### config.mk
export PLATFORM = sky130hd
export DESIGN_NAME = sub_seq_ctrl
export DESIGN_NICKNAME = d
export VERILOG_FILES = /design/src/rtl/sub_seq_ctrl.sv
export SDC_FILE = /design/constraint.sdc
export NUM_CORES = 2
export LEC_CHECK = 0
export BUFFER_PORTS_ARGS = -buffer_cell sky130_fd_sc_hd__buf_2
export CAP_MARGIN = 0
export CORE_AREA = 2 2 303 305
export CTS_BUF_LIST = sky130_fd_sc_hd__clkbuf_8 sky130_fd_sc_hd__clkbuf_16
export CTS_CLUSTER_SIZE = 24
export DETAILED_ROUTE_END_ITERATION = 10
export DIE_AREA = 0 0 305 307
export HOLD_SLACK_MARGIN = 0.02
export PLACE_DENSITY_LB_ADDON = 0.3
export SLEW_MARGIN = 20
export SYNTH_ARGS = -nofsm -noshare
export SYNTH_HDL_FRONTEND = slang
export SYNTH_SLANG_ARGS = --single-unit
### constraint.sdc
create_clock -name clk -period 26.5 [get_ports clk]
set_input_delay 3.975 -clock clk [delete_from_list [all_inputs] [get_ports clk]]
set_output_delay 3.975 -clock clk [all_outputs]
set_load 0.005 [all_outputs]
### src/rtl/sub_seq_ctrl.sv
// Multi-cycle wide subtractor: one SLICE-bit slice per cycle, LSB first, borrow chained in a register.
// Optional SUB_SEQ_ZERO_FLAG_EN adds o_zero, an all-zero result flag built up slice by slice.
module sub_seq_ctrl #(
    parameter int WIDTH = 256,
    parameter int SLICE = 64
) (
    input  logic             clk,
    input  logic             rst,
    input  logic             i_clear,
    input  logic             i_in_valid,
    output logic             o_in_ready,
    input  logic [WIDTH-1:0] i_din1,
    input  logic [WIDTH-1:0] i_din2,
    input  logic             i_bin,
    output logic             o_out_valid,
    input  logic             i_out_ready,
    output logic [WIDTH-1:0] o_dout,
    output logic             o_bout
`ifdef SUB_SEQ_ZERO_FLAG_EN
    ,
    output logic             o_zero
`endif
);

    // state  | meaning
    // S_IDLE | waiting for a request, in_ready high
    // S_RUN  | subtracting slice r_cnt, borrow chained in r_borrow
    // S_DONE | result presented, waiting for out_ready
    localparam int NSLICE = WIDTH / SLICE;
    localparam int CW     = (NSLICE > 1) ? $clog2(NSLICE) : 1;

    typedef enum logic [1:0] {S_IDLE, S_RUN, S_DONE} state_t;

    state_t            r_state;
    state_t            w_next;
    logic [WIDTH-1:0]  r_a;
    logic [WIDTH-1:0]  r_b;
    logic [WIDTH-1:0]  r_dout;
    logic              r_borrow;
    logic              r_bout;
    logic [CW-1:0]     r_cnt;
    logic [SLICE:0]    w_diff;
    logic              w_last;
    logic              w_accept;
    logic              w_step;

    // Operands shift right each cycle so the active slice is always the low SLICE bits.
    assign w_diff   = {1'b0, r_a[SLICE-1:0]} - {1'b0, r_b[SLICE-1:0]} - {{SLICE{1'b0}}, r_borrow};
    assign w_last   = (r_cnt == CW'(NSLICE - 1));
    assign w_accept = (r_state == S_IDLE) && i_in_valid && !i_clear;
    assign w_step   = (r_state == S_RUN) && !i_clear;

    always_ff @(posedge clk or posedge rst) begin
        if (rst) r_state <= S_IDLE;
        else     r_state <= w_next;
    end

    always_comb begin
        w_next = r_state;
        if (i_clear) begin
            w_next = S_IDLE;
        end else begin
            case (r_state)
                S_IDLE:  if (i_in_valid)  w_next = S_RUN;
                S_RUN:   if (w_last)      w_next = S_DONE;
                S_DONE:  if (i_out_ready) w_next = S_IDLE;
                default: w_next = S_IDLE;
            endcase
        end
    end

    // in_ready is held low for the whole time rst is asserted, not just until the next edge.
    always_comb begin
        o_in_ready  = (r_state == S_IDLE) && !rst;
        o_out_valid = (r_state == S_DONE);
    end

    always_ff @(posedge clk or posedge rst) begin
        if (rst) begin
            r_a      <= '0;
            r_b      <= '0;
            r_borrow <= 1'b0;
            r_cnt    <= '0;
            r_dout   <= '0;
            r_bout   <= 1'b0;
        end else if (w_accept) begin
            r_a      <= i_din1;
            r_b      <= i_din2;
            r_borrow <= i_bin;
            r_cnt    <= '0;
        end else if (w_step) begin
            r_a      <= r_a >> SLICE;
            r_b      <= r_b >> SLICE;
            r_borrow <= w_diff[SLICE];
            r_cnt    <= r_cnt + CW'(1);
            for (int k = 0; k < NSLICE; k++) begin
                if (r_cnt == CW'(k)) r_dout[k*SLICE +: SLICE] <= w_diff[SLICE-1:0];
            end
            if (w_last) r_bout <= w_diff[SLICE];
        end
    end

    assign o_dout = r_dout;
    assign o_bout = r_bout;

`ifdef SUB_SEQ_ZERO_FLAG_EN
    logic r_zacc;
    logic r_zero;
    logic w_slice_zero;

    assign w_slice_zero = (w_diff[SLICE-1:0] == '0);

    always_ff @(posedge clk or posedge rst) begin
        if (rst) begin
            r_zacc <= 1'b0;
            r_zero <= 1'b0;
        end else if (w_accept) begin
            r_zacc <= 1'b1;
        end else if (w_step) begin
            r_zacc <= r_zacc & w_slice_zero;
            if (w_last) r_zero <= r_zacc & w_slice_zero;
        end
    end

    assign o_zero = r_zero;
`endif

endmodule
==> summary.md <==
| Metric | Value |
|---|---|
| Run status | finished, final reports clean |
| Highest-count cells in the layout ignoring fill and taps | sky130_fd_sc_hd__nand2_1 (933), sky130_fd_sc_hd__buf_2 (776), sky130_fd_sc_hd__dfrtp_1 (774), sky130_fd_sc_hd__a22oi_1 (303), sky130_fd_sc_hd__o21ai_0 (301) |
| Placer Congestion | 0.897 |
| Layout filler cell count | 8820 |
| Number of buffers inserted during clock tree synthesis | 87 |
| Post-synthesis cell type count | 68 |
| Number of iterations in the first detailed-routing pass | 6 |
| Sequential-to-total area share from yosys stat | 54.7% |
| Power density of the placed cells | 138 nW/um2 |
| Post-CTS Setup Repair Bufs | 0 |
| Async set-reset flop share out of synthesis | 100% |
| Remaining routing DRC violations | 0 |
| TritonCTS clock tree | done |
| CORE AREA | 90700 um2 |
| Critical Path Stages | 3 |
| Cell count after synthesis | 3641 |
| Clock latency reported for the late side of the worst-skew pair | 0.67 ns |
| RSZ-0062 raised after global routing | false |
| Count of clock tree sinks | 774 |
| Static Leakage | 22.2 nW |
| Initial cell density of the core | 39.0% |
| CTS Hold Bufs | 0 |
| Most frequent standard cell in the layout excluding fill and tap cells | sky130_fd_sc_hd__nand2_1 |
| Number of pins with negative max-slew slack in the final report | 0 |
| Number of primary I/O pins | 777 |
| #FFs+latches synth | 774 |
| Number of rows created at floorplan | 111 |
| Via count of the first global-routing pass | 28200 |
| Startpoint type of the worst setup path | input port |
| Crit path buf inv count | 2 |
| Power Total | 5.96 mW |
| Hold Crit Depth | 2 |
| Via count normalized by instance count | 5.32 |
| Sum of net half-perimeters after detailed placement | 86700 um |
| Root buffer cell | sky130_fd_sc_hd__clkbuf_16 |
| Residual antenna-violating net count after detailed routing | 0 |
| Final standard cell area without fillers | 43200 um2 |
| Transition at the pin with the smallest max-transition slack | 1.45 ns |
| Post-DP Area | 40100 um2 |
| Signed area change from the synthesized netlist to the final layout | 22.2% |
| Arrival time at the worst endpoint | 4.40 ns |
| Number of buffer cells added on primary ports | 776 |
| All-layer global routing usage | 24.8% |
| Largest net degree at the start of global routing | 231 |
| Cells traversed along the worst timing path | buf_2 -> nor3_1 -> buf_2 |
| Critical Path End Type | primary output |
| Leftover overflow at the end of global routing | 0 |
| Net count, final | 4924 |
| Maximum fanout encountered on the critical timing path | 2 |
| Critical path data required time | 22.52 ns |
| Delay of the slowest cell on the worst path | 0.15 ns |
| Avg Cell Area, Syn | 9.72 um2 |
| First-pass GRT wire length | 178000 um |
| Final sum of negative setup slack | 0 ns |
| Detail-routed net length per standard cell | 21.4 um |
| Final number of setup-violating endpoints | 0 |
| Total wirelength of the detailed-routed design | 119000 um |
| Fraction of final layout cells sized beyond drive strength 1 | 22.4% |
| Post-synth EDFFs | 0 |
| Cell family with the largest share of critical-path delay | buffers and inverters |
| Die Span Y | 307 um |
| Quantity of gates resized following cts | 0 |
| Largest voltage drop on the vdd net | 0.0611 mV |
| Maximum frequency from static timing analysis | 0.119 GHz |
| Worst rel slew slack | 3.43% |
| Reg2reg path depth | 14 |
| Time the final worst path needs with I/O delays and setup | 8.38 ns |
| Clock Pin Slew Worst Setup and Hold Paths | 0.06 ns |
| Chip Width | 305 um |
| Critical path's most frequent cell | sky130_fd_sc_hd__buf_2 |
| Die area | 93600 um2 |
| Violation count after the first detailed-route iteration | 2667 |
| Max-cap viol count | 0 |
| Clock Path Buffers | 3 |
| Critical path start-end classification | in -> out |
| Hold Crit Class | reg -> reg |
| Yosys warns | 0 |
| Ratio of final minimum period to clock period | 31.6% |
| Count of endpoints failing hold in the final timing report | 0 |
| Layout Skew | 0.0296 ns |
| Initial antenna violation count | 69 |
| Post-synth design cell area | 35400 um2 |
| Total via count after detailed routing | 29600 |
| Net count after synthesis | 4291 |
| Commonest register cell after synthesis | sky130_fd_sc_hd__dfrtp_1 |
| Library cell contributing the largest single delay on the critical path | sky130_fd_sc_hd__nor3_1 |
| Max H-tree Level | 3 |
==> where the power goes <==
group / switching (mW) / internal (mW) / total [mW]
Combinational: 1.85 / 0.965 / 2.82
Sequential: 0.272 / 1.61 / 1.88
Clock: 0.509 / 0.757 / 1.27
==> synthesized netlist by cell type, types with 22 or more instances <==
cell / instances / area [um2]
sky130_fd_sc_hd__a21o_1: 28 / 210
sky130_fd_sc_hd__a21oi_1: 84 / 420
sky130_fd_sc_hd__a221o_1: 65 / 651
sky130_fd_sc_hd__a22o_1: 129 / 1130
sky130_fd_sc_hd__a22oi_1: 303 / 2270
sky130_fd_sc_hd__clkbuf_1: 223 / 837
sky130_fd_sc_hd__dfrtp_1: 774 / 19400
sky130_fd_sc_hd__ha_1: 130 / 1630
sky130_fd_sc_hd__inv_1: 204 / 766
sky130_fd_sc_hd__nand2_1: 937 / 3520
sky130_fd_sc_hd__nand3_1: 22 / 110
sky130_fd_sc_hd__nand4_1: 31 / 194
sky130_fd_sc_hd__nor2_1: 48 / 180
sky130_fd_sc_hd__nor3_1: 85 / 425
sky130_fd_sc_hd__o21ai_0: 301 / 1510
sky130_fd_sc_hd__xnor2_1: 33 / 289
sky130_fd_sc_hd__xor2_1: 24 / 210
==> layer usage <==
metal | routed length [um] | GRT usage (%)
met5 | 254 | 0
met2 | 52000 | 36.3
met4 | 3390 | 8.91
met3 | 7880 | 5.73
met1 | 55500 | 35.9
==> area by class of cell <==
class                   count  area (um2)  share of cell area (%)
well taps                1186        1480                    3.43
clock buffers             111        2510                    5.80
repair buffers            799        4140                    9.59
clock inverters            47         517                    1.20
flip-flops and latches    774       19400                    44.8
diodes                     41         103                   0.237
multi-input cells        2408       14300                    33.1
inverters                 204         773                    1.79
==> through the flow <==
stage	cells	hold WS [ns]	util (%)	setup slack, ns
after detailed placement	5371	0.463	44.2	18.11
final	5570	0.470	47.6	18.12
after global placement	5371	0.456	44.2	18.15
after floorplan	3641	0.447	-	0.797
after CTS	5529	0.477	47.5	18.11
after global routing	5558	0.486	47.6	18.06
==> sequential cells by signal (all words and copies together), names as in the netlist <==
name / flops
r_borrow: 1
r_cnt: 2
r_a: 256
o_dout: 256
o_bout: 1
r_b: 256
r_state: 2
==> worst min-delay path: cells and delay by family (launching register included) <==
family | cells | cell delay, ns
flip-flops | 1 | 0.33
AO/OA/AOI/OAI | 1 | 0.06
AND/OR/NAND/NOR | 1 | 0.05
==> path summary, 6_finish.rpt <==
check / start / to / slack [ns]
worst min-delay path: o_dout[136]$_DFFE_PP0P_ / o_dout[136]$_DFFE_PP0P_ / 0.47
worst max register to register: r_a[0]$_DFFE_PP0P_ / o_dout[174]$_DFFE_PP0P_ / 21.66
max in group asynchronous: rst / r_a[181]$_DFFE_PP0P_ / 20.04
min in group asynchronous: rst / o_dout[164]$_DFFE_PP0P_ / 3.57
worst max-delay path: rst / o_in_ready / 18.12
worst min register to register: o_dout[136]$_DFFE_PP0P_ / o_dout[136]$_DFFE_PP0P_ / 0.47
==> logic make-up after synthesis <==
logic type,synth area share (%)
muxes,0.630
AOI/OAI and AO/OA,19.8
buffers and inverters,4.92
and+or+nand+nor,13.7
DFF,54.7
adders and majority gates,4.71
xor gates and xnor gates,1.46
Note: power is estimated with default switching activity, not from simulation.
